`src/rtl/defines.sv`:
```
// Function codes shared by the 8-bit ALU and the units that drive it.
`ifndef ALU_DEFINES_SV
`define ALU_DEFINES_SV
`define ADD_FN  4'h0
`define ADDC_FN 4'h1
`define SUB_FN  4'h2
`define SUBC_FN 4'h3
`define AND_FN  4'h4
`define OR_FN   4'h5
`define XOR_FN  4'h6
`define MASK_FN 4'h7
`endif

```
`src/rtl/alu_seq_pkg.sv`:
```
// Types and opcode helpers for the wide-operation sequencer in front of the byte ALU.
`include "defines.sv"

package alu_seq_pkg;

    localparam logic [3:0] OP_ADD  = `ADD_FN;
    localparam logic [3:0] OP_ADDC = `ADDC_FN;
    localparam logic [3:0] OP_SUB  = `SUB_FN;
    localparam logic [3:0] OP_SUBC = `SUBC_FN;
    localparam logic [3:0] OP_AND  = `AND_FN;
    localparam logic [3:0] OP_OR   = `OR_FN;
    localparam logic [3:0] OP_XOR  = `XOR_FN;
    localparam logic [3:0] OP_MASK = `MASK_FN;

    typedef enum logic [1:0] {
        IDLE = 2'd0,
        RUN  = 2'd1,
        DONE = 2'd2
    } state_t;

    function automatic logic is_supported(input logic [3:0] op);
        case (op)
            OP_ADD, OP_ADDC, OP_SUB, OP_SUBC,
            OP_AND, OP_OR, OP_XOR, OP_MASK: return 1'b1;
            default:                         return 1'b0;
        endcase
    endfunction

    // Arithmetic ops chain carry/borrow between bytes; logic ops do not.
    function automatic logic is_arith(input logic [3:0] op);
        return (op == OP_ADD) || (op == OP_ADDC) || (op == OP_SUB) || (op == OP_SUBC);
    endfunction

    function automatic logic uses_cin(input logic [3:0] op);
        return (op == OP_ADDC) || (op == OP_SUBC);
    endfunction

    function automatic logic [3:0] byte_opcode(input logic [3:0] op, input logic first_byte);
        if (!first_byte && op == OP_ADD) return OP_ADDC;
        if (!first_byte && op == OP_SUB) return OP_SUBC;
        return op;
    endfunction

endpackage

```
`src/rtl/alu_wide_seq.sv`:
```
// Drives an NBYTES-wide operation through the 8-bit ALU one byte per cycle, LSB first,
// chaining carry/borrow and folding the per-byte zero flags into a registered wide result.
module alu_wide_seq
    import alu_seq_pkg::*;
#(
    parameter int NBYTES = 4
) (
    input  logic                  clk,
    input  logic                  rst_n,
    input  logic                  i_start,
    input  logic [3:0]            i_op,
    input  logic [8*NBYTES-1:0]   i_a,
    input  logic [8*NBYTES-1:0]   i_b,
    input  logic                  i_cin,
    output logic                  o_busy,
    output logic                  o_done,
    output logic                  o_err,
    output logic [8*NBYTES-1:0]   o_result,
    output logic                  o_cout,
    output logic                  o_zero,
    output logic [7:0]            o_alu_in1,
    output logic [7:0]            o_alu_in2,
    output logic [3:0]            o_alu_opcode,
    output logic                  o_alu_cin,
    input  logic [7:0]            i_alu_out,
    input  logic                  i_alu_cout,
    input  logic                  i_alu_z
);

    localparam int W     = 8 * NBYTES;
    localparam int IDX_W = $clog2(NBYTES);
    localparam logic [IDX_W-1:0] LAST_IDX = IDX_W'(NBYTES - 1);

    state_t            r_state;
    state_t            w_next_state;
    logic [IDX_W-1:0]  r_idx;
    logic [W-1:0]      r_a;
    logic [W-1:0]      r_b;
    logic [3:0]        r_op;
    logic              r_carry;
    logic              r_zacc;
    logic [W-1:0]      r_work;
    logic [W-1:0]      r_result;
    logic              r_cout;
    logic              r_zero;
    logic              r_err;

    logic              w_supported;
    logic              w_last;
    logic [W-1:0]      w_work_next;

    assign w_supported = is_supported(i_op);
    assign w_last      = (r_idx == LAST_IDX);

    always_ff @(posedge clk) begin
        if (!rst_n) r_state <= IDLE;
        else        r_state <= w_next_state;
    end

    // NOTE: every variable assigned in a combinational block gets a default first,
    // so no path through the case can leave it unassigned and infer a latch.
    always_comb begin
        w_next_state = r_state;
        case (r_state)
            IDLE:    if (i_start) w_next_state = w_supported ? RUN : DONE;
            RUN:     if (w_last)  w_next_state = DONE;
            DONE:    w_next_state = IDLE;
            default: w_next_state = IDLE;
        endcase
    end

    // Wide results are assembled in r_work so o_result only changes when an operation completes.
    always_comb begin
        w_work_next = r_work;
        w_work_next[{r_idx, 3'b000} +: 8] = i_alu_out;
    end

    // NOTE: operand/opcode latches carry no reset; they are only read in RUN, after a load.
    always_ff @(posedge clk) begin
        if (r_state == IDLE && i_start && w_supported) begin
            r_a  <= i_a;
            r_b  <= i_b;
            r_op <= i_op;
        end
    end

    // NOTE: sequential state uses non-blocking assignments so every register samples
    // the pre-edge values of its sources, independent of statement order.
    always_ff @(posedge clk) begin
        if (!rst_n) begin
            r_idx    <= '0;
            r_carry  <= 1'b0;
            r_zacc   <= 1'b0;
            r_work   <= '0;
            r_result <= '0;
            r_cout   <= 1'b0;
            r_zero   <= 1'b0;
            r_err    <= 1'b0;
        end else begin
            case (r_state)
                IDLE: begin
                    if (i_start) begin
                        r_idx   <= '0;
                        r_carry <= w_supported && uses_cin(i_op) && i_cin;
                        r_zacc  <= 1'b1;
                        r_err   <= !w_supported;
                    end
                end
                RUN: begin
                    r_work <= w_work_next;
                    r_zacc <= r_zacc & i_alu_z;
                    if (is_arith(r_op)) r_carry <= i_alu_cout;
                    if (w_last) begin
                        r_result <= w_work_next;
                        r_cout   <= is_arith(r_op) && i_alu_cout;
                        r_zero   <= r_zacc & i_alu_z;
                    end else begin
                        r_idx <= r_idx + 1'b1;
                    end
                end
                default: ;
            endcase
        end
    end

    // ALU drive comes only from registered state, so start/a/b never reach the ALU in the same cycle.
    always_comb begin
        o_alu_in1    = '0;
        o_alu_in2    = '0;
        o_alu_cin    = 1'b0;
        o_alu_opcode = OP_ADD;
        if (r_state == RUN) begin
            o_alu_in1    = r_a[{r_idx, 3'b000} +: 8];
            o_alu_in2    = r_b[{r_idx, 3'b000} +: 8];
            o_alu_cin    = r_carry;
            o_alu_opcode = byte_opcode(r_op, r_idx == '0);
        end
    end

    assign o_busy   = (r_state != IDLE);
    assign o_done   = (r_state == DONE);
    assign o_err    = o_done & r_err;
    assign o_result = r_result;
    assign o_cout   = r_cout;
    assign o_zero   = r_zero;

endmodule

```
`config.mk`:
```
export PLATFORM = sky130hd
export DESIGN_NAME = alu_wide_seq
export DESIGN_NICKNAME = d
export VERILOG_FILES = /design/src/rtl/alu_seq_pkg.sv /design/src/rtl/alu_wide_seq.sv
export VERILOG_INCLUDE_DIRS = /design/src /design/src/rtl
export SDC_FILE = /design/constraint.sdc
export NUM_CORES = 1
export LEC_CHECK = 0
export CORE_MARGIN = 1.5
export CORE_UTILIZATION = 35
export DETAILED_ROUTE_END_ITERATION = 6
export HOLD_SLACK_MARGIN = 0.08
export PLACE_DENSITY = 0.61
export SYNTH_ARGS = -nofsm -noshare
export SYNTH_HDL_FRONTEND = slang
export SYNTH_SLANG_ARGS = --single-unit
```
`constraint.sdc`:
```
create_clock -name clk -period 8 [get_ports clk]
set_clock_uncertainty 0.1 [all_clocks]
set_input_delay 0.8 -clock clk [delete_from_list [all_inputs] [get_ports clk]]
set_output_delay 0.8 -clock clk [all_outputs]
set_load 0.01 [all_outputs]
```
Word-level counts from Yosys, hierarchy flattened
Index checks and enable logic that the tools add are counted.
Storage, ports and cells
  flip-flop bits (word level): 141
  output and inout port bits: 58
Operators by class
  add/subtract/negate cells: 2
  eq/ne operators: 12
  shifts and indexed selects: 4
  mux-type cells: 27
  bitwise gates (word level): 2
  reductions and logical operators: 24
Operators with widths (count)
  variable part select 32 x 6 -> 8 bit: 2
  bitwise mux 32 bit: 1
  variable shift 8 x 7 -> 32 bit, first input constant: 1
  variable part select 8 x 7 -> 32 bit: 1
  two-way mux 4 bit: 5
  two-way mux 8 bit: 2
  equality test 4 x 2 -> 1 bit, second input constant: 3
  two-way mux 1 bit: 10
  two-way mux 2 bit: 5
  equality test 4 x 1 -> 1 bit, second input constant: 2
  != test 2 bit, second input constant: 4
  one-hot mux 2 bit (2 select lines): 2
  AND reduction 2 bit: 4
  logical AND 1 bit: 7
  negator 5 -> 7 bit: 1
  AND reduction 3 bit: 2
  equality test 2 bit, second input constant: 2
  logical NOT 2 bit: 2
  logical NOT 4 bit: 1
  logical OR 1 bit: 4
  one-hot mux 1 bit (2 select lines): 2
  nonzero test 2 bit: 2
  adder 2 x 1 -> 2 bit, second input constant: 1
  bitwise AND 1 bit: 2
  2 further kinds: 3

Depth between registers and ports, before layout
Gate-level depths: netlist of the first run.
  word-level depth: 10
  gate-level depth with buffers: 10
  depth with buffers taken out: 5

Least setup slack after synthesis of the first run
Ideal clock, no wire load.
  path type: reg-to-reg
  from: reg r_state[0]
  to: reg r_a[0], enable pin
  library setup time: 0.591 ns
  data arrival time: 5.825 ns
  required time: 7.309 ns
  slack: 1.483 ns
  stages on the path, launching flop included: 4
  path buffers: 1
  period minus slack after synthesis: 6.517 ns
  path through: dfxtp_1 buf_2 or2_2 nor3b_1
Between the ends
  cells in the longest elaborated chain, start to end: 3
RTL lines
  start: declaration: line alu_wide_seq.sv:34  | state_t r_state;
  start signal: assignment: line alu_wide_seq.sv:57  | else r_state <= w_next_state;
  logical NOT 2 bit: line alu_wide_seq.sv:80  | if (r_state == IDLE && i_start && w_supported) begin
  logical AND 1 bit (2 in series): line alu_wide_seq.sv:80
  end signal: assignment: line alu_wide_seq.sv:81  | r_a <= i_a;
  end: declaration: line alu_wide_seq.sv:37  | logic [W-1:0] r_a;
No other way between the ends.
A chain may end at the register's enable or synchronous reset.

Worst setup path after layout of the first run
  from: reg r_idx[1]
  to: out o_alu_opcode[0]
Between the ends
  cells in the longest elaborated chain, start to end: 9
  elaborated cells between the ends (all ways): 13
  classes of those cells: mux: 9; reduce/logical: 4
RTL lines
  start: declaration: line alu_wide_seq.sv:36  | logic [IDX_W-1:0] r_idx;
  start signal: assignment: line alu_wide_seq.sv:118  | r_idx <= r_idx + 1'b1;
  logical NOT 2 bit *: line alu_wide_seq.sv:136  | o_alu_opcode = byte_opcode(r_op, r_idx == '0);
  logical NOT 1 bit *: line alu_seq_pkg.sv:39, alu_seq_pkg.sv:40
  logical AND 1 bit: line alu_seq_pkg.sv:40  | if (!first_byte && op == OP_SUB) return OP_SUBC;
  two-way mux 1 bit (2 in series): line alu_seq_pkg.sv:40
  two-way mux 1 bit: line alu_wide_seq.sv:132  | if (r_state == RUN) begin
  two-way mux 4 bit: line alu_seq_pkg.sv:41  | return op;
  two-way mux 4 bit *: line alu_seq_pkg.sv:40
  two-way mux 4 bit *: line alu_wide_seq.sv:132
  end: declaration: line alu_wide_seq.sv:23  | output logic [3:0] o_alu_opcode,
Every way passes the cells marked *; elsewhere a longest branch is shown, timed or not. The select of a mux whose other input is x is not followed.

==> impl_metrics.json, run 1 <==
{
  "postRouteAntennaNets": 0,
  "hpwl_mm": 8.91,
  "vias": 4138,
  "antenna_cells": 0,
  "grt_pass1_vias": 4103,
  "routedWlPerCell_um": 16.6,
  "comb_power_share": 0.069,
  "fin_crit_sh": 0.460,
  "hold_viol": 0,
  "clkSinkCount": 141,
  "grtUsageTotal": 0.165,
  "cts_root_buf": "clkbuf_16",
  "path_max_fanout": 22,
  "clkTransAtPathRegs_ps": 50,
  "synth_edf_count": 68,
  "grt-ovfl-total": 0,
  "intPower_uw": 1440,
  "start_util": 0.358,
  "synth_area_leader_cell": "edfxtp_1",
  "synthToLayoutAreaGrowth_pct": 38.2,
  "final_layout_size_suffix_gt1_frac": 0.102,
  "synth-main-ff-cell": "dfxtp_1",
  "power.density_mw_per_mm2": 228,
  "reg2reg_to": "r_work[23]",
  "power_frac_clock": 0.488,
  "drcViolationCount": 0,
  "power_switching_share": 0.195,
  "yosys.area_share.simple": 0.110,
  "maxSlewHeadroom": 0.332,
  "ir_drop_mv": 0.209,
  "grt_max_degree": 81,
  "drt_first_iter_violations": 334,
  "finalCriticalPeriod_ps": 3680,
  "synth_top_area_share": 0.359,
  "cap_violations": 0,
  "synth_common_cells": "dfxtp_1, edfxtp_1, nand2_1, o21ai_0, a32oi_1",
  "drv_slew": 0,
  "min_to": "o_zero",
  "setup_viol": 0,
  "portBuffers": 139,
  "cp-end-kind": "output port",
  "power_switching_uw": 349,
  "antenna_found_initial": 0,
  "syn_area_mm2": 0.00568,
  "status": "finished, final reports clean",
  "yosys_warnings": 0,
  "async_reset_ff_frac": 0,
  "max_freq_ghz": 0.271,
  "yosysMostFrequentCell": "dfxtp_1",
  "placement_rows": 46,
  "synth_seq_area_share": 0.616,
  "min_path_cells": 2,
  "ys_types": 41,
  "cts_buffers": 17,
  "power.leakage_uw": 0.00266,
  "r2r_slack_ps": 4950,
  "syn_area_per_cell_um2": 12.6,
  "cp.arrival_ps": 2780,
  "synth_xor_area_frac": 0,
  "worst_slew_pin_slew_ps": 1000,
  "worst_hold_startpoint": "o_zero",
  "viasPerCell": 5.13,
  "syn_inst": 452,
  "core_area_mm2": 0.0159,
  "rsz0062_at_grt": "false",
  "synth_compound_area_frac": 0.157,
  "gp_congestion": 0.796,
  "reg2reg_from": "r_idx[1]",
  "finalWirelength_mm": 13.4,
  "required_ps": 7100,
  "cts_hold_buf": 0,
  "insertion_delay_ps": 410,
  "syn-num-nets": 540,
  "die_width_um": 130,
  "power_uw": 1790,
  "synthAdderAreaFrac": 0.0132,
  "firstDrtPassIters": 4,
  "die_y_um": 130,
  "path_class": "reg -> out",
  "htreeDepth": 4,
  "fin_tns_setup_ps": 0,
  "fin_nets": 666,
  "hold_class": "reg -> reg",
  "cts.path.max_buffers": 2,
  "cts_resized": 0,
  "yosys_register_bits": 141,
  "ios": 140,
  "dieArea_mm2": 0.0170,
  "cts_tree": "built",
  "ff2ff_path_depth": 5,
  "grt_first_pass_wirelength_mm": 21.2,
  "worstSetupStartpointType": "register",
  "synth.mux.area_fraction": 0.0672,
  "synth_top_family_by_area": "compound AO/OA/AOI/OAI gates",
  "netlist_top_cells_area": "edfxtp_1, dfxtp_1, mux4_2",
  "cts_setup_buffers": 0,
  "pwr-share-seq": 0.443
}
flip-flops by register name, indices dropped and copies added (netlist names):
name	count
o_result	32
r_a	32
r_b	32
r_work	32
r_op	4
r_idx	2
r_state	2
o_cout	1
o_zero	1
r_carry	1
r_err	1
r_zacc	1
worst max-delay path by stage:
stage                from              end  slack (ps)  cells after the start
3_3_place_gp     r_idx[0]  o_alu_opcode[0]        4670                      5
3_5_place_dp     r_idx[1]  o_alu_opcode[0]        4630                      5
2_1_floorplan  r_state[0]           r_a[0]        1480                      3
4_1_cts          r_idx[1]  o_alu_opcode[0]        4190                      5
5_1_grt          r_idx[0]  o_alu_opcode[0]        4020                      5
6_report         r_idx[1]  o_alu_opcode[0]        4320                      5
kinds of logic after synthesis:
family,count (synthesis)
adders and majority gates,6
AOI/OAI and AO/OA,136
and+or+nand+nor,108
DFF,141
buffers and inverters,43
muxes,18
area by class of cell:
| cell class | instances | area [µm²] |
|---|---|---|
| Clock inverter | 12 | 216 |
| Fill cell | 1422 | 8030 |
| Sequential cell | 141 | 3500 |
| Tap cell | 216 | 270 |
| Clock buffer | 20 | 447 |
| Timing Repair Buffer | 143 | 1420 |
| Multi-Input combinational cell | 268 | 1980 |
| Inverter | 7 | 26.3 |
power by group through the flow:
stage / Sequential, µW / Clock [µW] / Combinational (µW)
CTS: 793 / 892 / 123
global route: 796 / 924 / 133
global placement: 807 / 0 / 121
floorplan: 803 / 0 / 63.0
detailed placement: 808 / 0 / 123
finish: 793 / 873 / 123
layout by cell type, fill, tap and decap left out, types with 2 or more instances in the layout:
master           instances
o22ai_1                 24
edfxtp_1                68
buf_4                    4
nand3b_1                 3
nor3_1                   2
o21bai_1                 2
nand3_1                  2
mux4_2                  16
nor2_1                  10
o21ai_0                 35
nand3_2                  2
nand2_1                 37
clkinv_2                 4
a221oi_1                 8
a21boi_0                 5
and2_1                  27
bufinv_16                6
clkdlybuf4s50_1        138
nor2b_1                 12
a32oi_1                 32
inv_1                    7
a21oi_1                 27
clkbuf_16               17
clkbuf_1                 2
dfxtp_1                 72
ha_1                     6
nor3b_1                  3
layer usage:
layer	vias up	GRT usage	wire length [µm]
met1	1980	0.217	5850
met3	12	0.0607	1140
li1	1981	-	-
met2	165	0.252	6270
met4	0	0.0549	136
met5	-	0	0
per-stage QoR:
| stage | setup WS, ps | instance area (µm²) | cells | util | hold WS [ps] |
|---|---|---|---|---|---|
| after floorplan | 1480 | 5680 | 452 | - | 347 |
| after global placement | 4670 | 7190 | 775 | 0.453 | 359 |
| after detailed placement | 4630 | 7190 | 775 | 0.453 | 363 |
| after CTS | 4190 | 7860 | 807 | 0.495 | 372 |
| after global routing | 4020 | 7860 | 807 | 0.495 | 391 |
| final | 4320 | 7860 | 807 | 0.495 | 368 |
worst max-delay path, stage by stage (launching register included):
cell             delay (ps)
dfxtp_1                 970
inv_1                   200
ha_1                    370
nor3_1                  180
o21a_1                  130
clkdlybuf4s50_1         530
Note: power is estimated with default switching activity, not from simulation.
==> run 2: changes to the inputs <==
Clock period 8 ns to 3.45 ns, I/O delays scaled along.
==> run 2 against run 1 <==
  * Final area rose by 0.78%
  * Flip-flop and latch count is the same
  * Via count increased by 0.72%
  * Critical endpoint is now o_alu_in2[2]
  * Largest cell class unchanged
==> impl_metrics.json, run 2 (synthesis results as in run 1) <==
{
  "postRouteAntennaNets": 0,
  "fin_crit_sh": 0.877,
  "synthToLayoutAreaGrowth_pct": 39.3,
  "antenna_cells": 0,
  "gp_congestion": 0.808,
  "critPathMaxStageDelay_ps": 760,
  "die_y_um": 130,
  "antenna_found_initial": 0,
  "placement_rows": 46,
  "vias": 4168,
  "worstSetupStartpointType": "register",
  "hold_class": "reg -> reg",
  "rsz0062_at_grt": "false",
  "insertion_delay_ps": 430,
  "grtUsageTotal": 0.168,
  "core_area_mm2": 0.0159,
  "hpwl_mm": 9.19,
  "grt_pass1_vias": 4150,
  "drt_first_iter_violations": 327,
  "cts.path.max_buffers": 2,
  "hold_viol": 0,
  "crit_chain": "and2b_1 > and2_1 > clkdlybuf4s50_1",
  "required_ps": 3000,
  "routedWlPerCell_um": 17.0,
  "grt-ovfl-total": 0,
  "ir_drop_mv": 0.346,
  "clkSinkCount": 141,
  "worst_slew_pin_slew_ps": 856,
  "clkTransAtPathRegs_ps": 60,
  "max_freq_ghz": 0.330,
  "final_cell_mix": "clkdlybuf4s50_1, dfxtp_1, edfxtp_1",
  "grt_first_pass_wirelength_mm": 21.2,
  "drv_slew": 0,
  "slowest_stage": "and2b_1",
  "portBuffers": 139,
  "dieArea_mm2": 0.0170,
  "cts_hold_buf": 0,
  "htreeDepth": 4,
  "mostFrequentLayoutCell": "clkdlybuf4s50_1",
  "firstDrtPassIters": 4,
  "cp.arrival_ps": 2580,
  "fin_util": 0.498,
  "path_max_fanout": 25,
  "cap_violations": 0,
  "cts_root_buf": "clkbuf_16",
  "cts_setup_buffers": 0,
  "maxSlewHeadroom": 0.429,
  "status": "finished, final reports clean",
  "final_layout_size_suffix_gt1_frac": 0.101,
  "power.density_mw_per_mm2": 536,
  "setup_viol": 0,
  "cts_resized": 0,
  "cts_buffers": 17,
  "cp-end-kind": "output port",
  "path_class": "reg -> out",
  "cts_tree": "built",
  "power.leakage_uw": 0.00268,
  "start_util": 0.358,
  "num-fill-cells": 1424,
  "fin_nets": 668,
  "viasPerCell": 5.15,
  "grt_max_degree": 69,
  "die_width_um": 130,
  "finalWirelength_mm": 13.7,
  "finalCriticalPeriod_ps": 3030,
  "ios": 140,
  "drcViolationCount": 0,
  "fin_tns_setup_ps": 0
}
==> run 2: routing by layer <==
metal	GRT usage	routed length [µm]	vias to the layer above
met4	0.0795	288	0
met3	0.0627	1240	30
met5	0	0	-
li1	-	-	1983
met2	0.265	6500	176
met1	0.206	5710	1979
==> run 2: power breakdown <==
part	internal, µW	switching, µW
sequential	1810	22.7
clock	1420	686
combinational	162	136
==> run 2: worst paths after layout <==
kind,start,to,slack (ps),cells after the start
worst max-delay path,r_state[0],o_alu_in2[2],420,3
worst min-delay path,o_cout,o_cout,360,2
worst max register to register,r_idx[0],r_work[11],830,5
worst min register to register,o_cout,o_cout,360,2
==> run 2: critical path: cells and delay by family, from the launching register on <==
kind | cells | cell delay [ps]
buf+inv | 1 | 550
flops | 1 | 570
simple gates | 2 | 1030
==> run 2: stage by stage <==
| step | setup WS [ps] | total power, µW | cell area (µm²) | std cells | hold WS [ps] |
|---|---|---|---|---|---|
| 3_3_place_gp | 804 | 2160 | 7240 | 777 | 357 |
| 5_1_grt | 189 | 4380 | 7920 | 809 | 354 |
| 6_report | 423 | 4240 | 7920 | 809 | 365 |
| 3_5_place_dp | 842 | 2170 | 7240 | 777 | 364 |
| 2_1_floorplan | 287 | 2000 | 5690 | 452 | 344 |
| 4_1_cts | 358 | 4280 | 7920 | 809 | 352 |
==> run 2: layout make-up <==
class / instances / area (µm²) / share of cell area
clock inverter: 12 / 241 / 0.0305
clock buffer: 20 / 437 / 0.0552
timing repair buffer: 145 / 1460 / 0.184
sequential: 141 / 3500 / 0.443
inverter: 7 / 26.3 / 0.00332
multi-input combinational: 268 / 1980 / 0.250
tap: 216 / 270 / 0.0341
==> run 3: changes to the inputs <==
Settings changed: CAP_MARGIN set to 20.
==> results of run 3 <==
No change in the layout: final DEF, timing and power equal those of run 2.
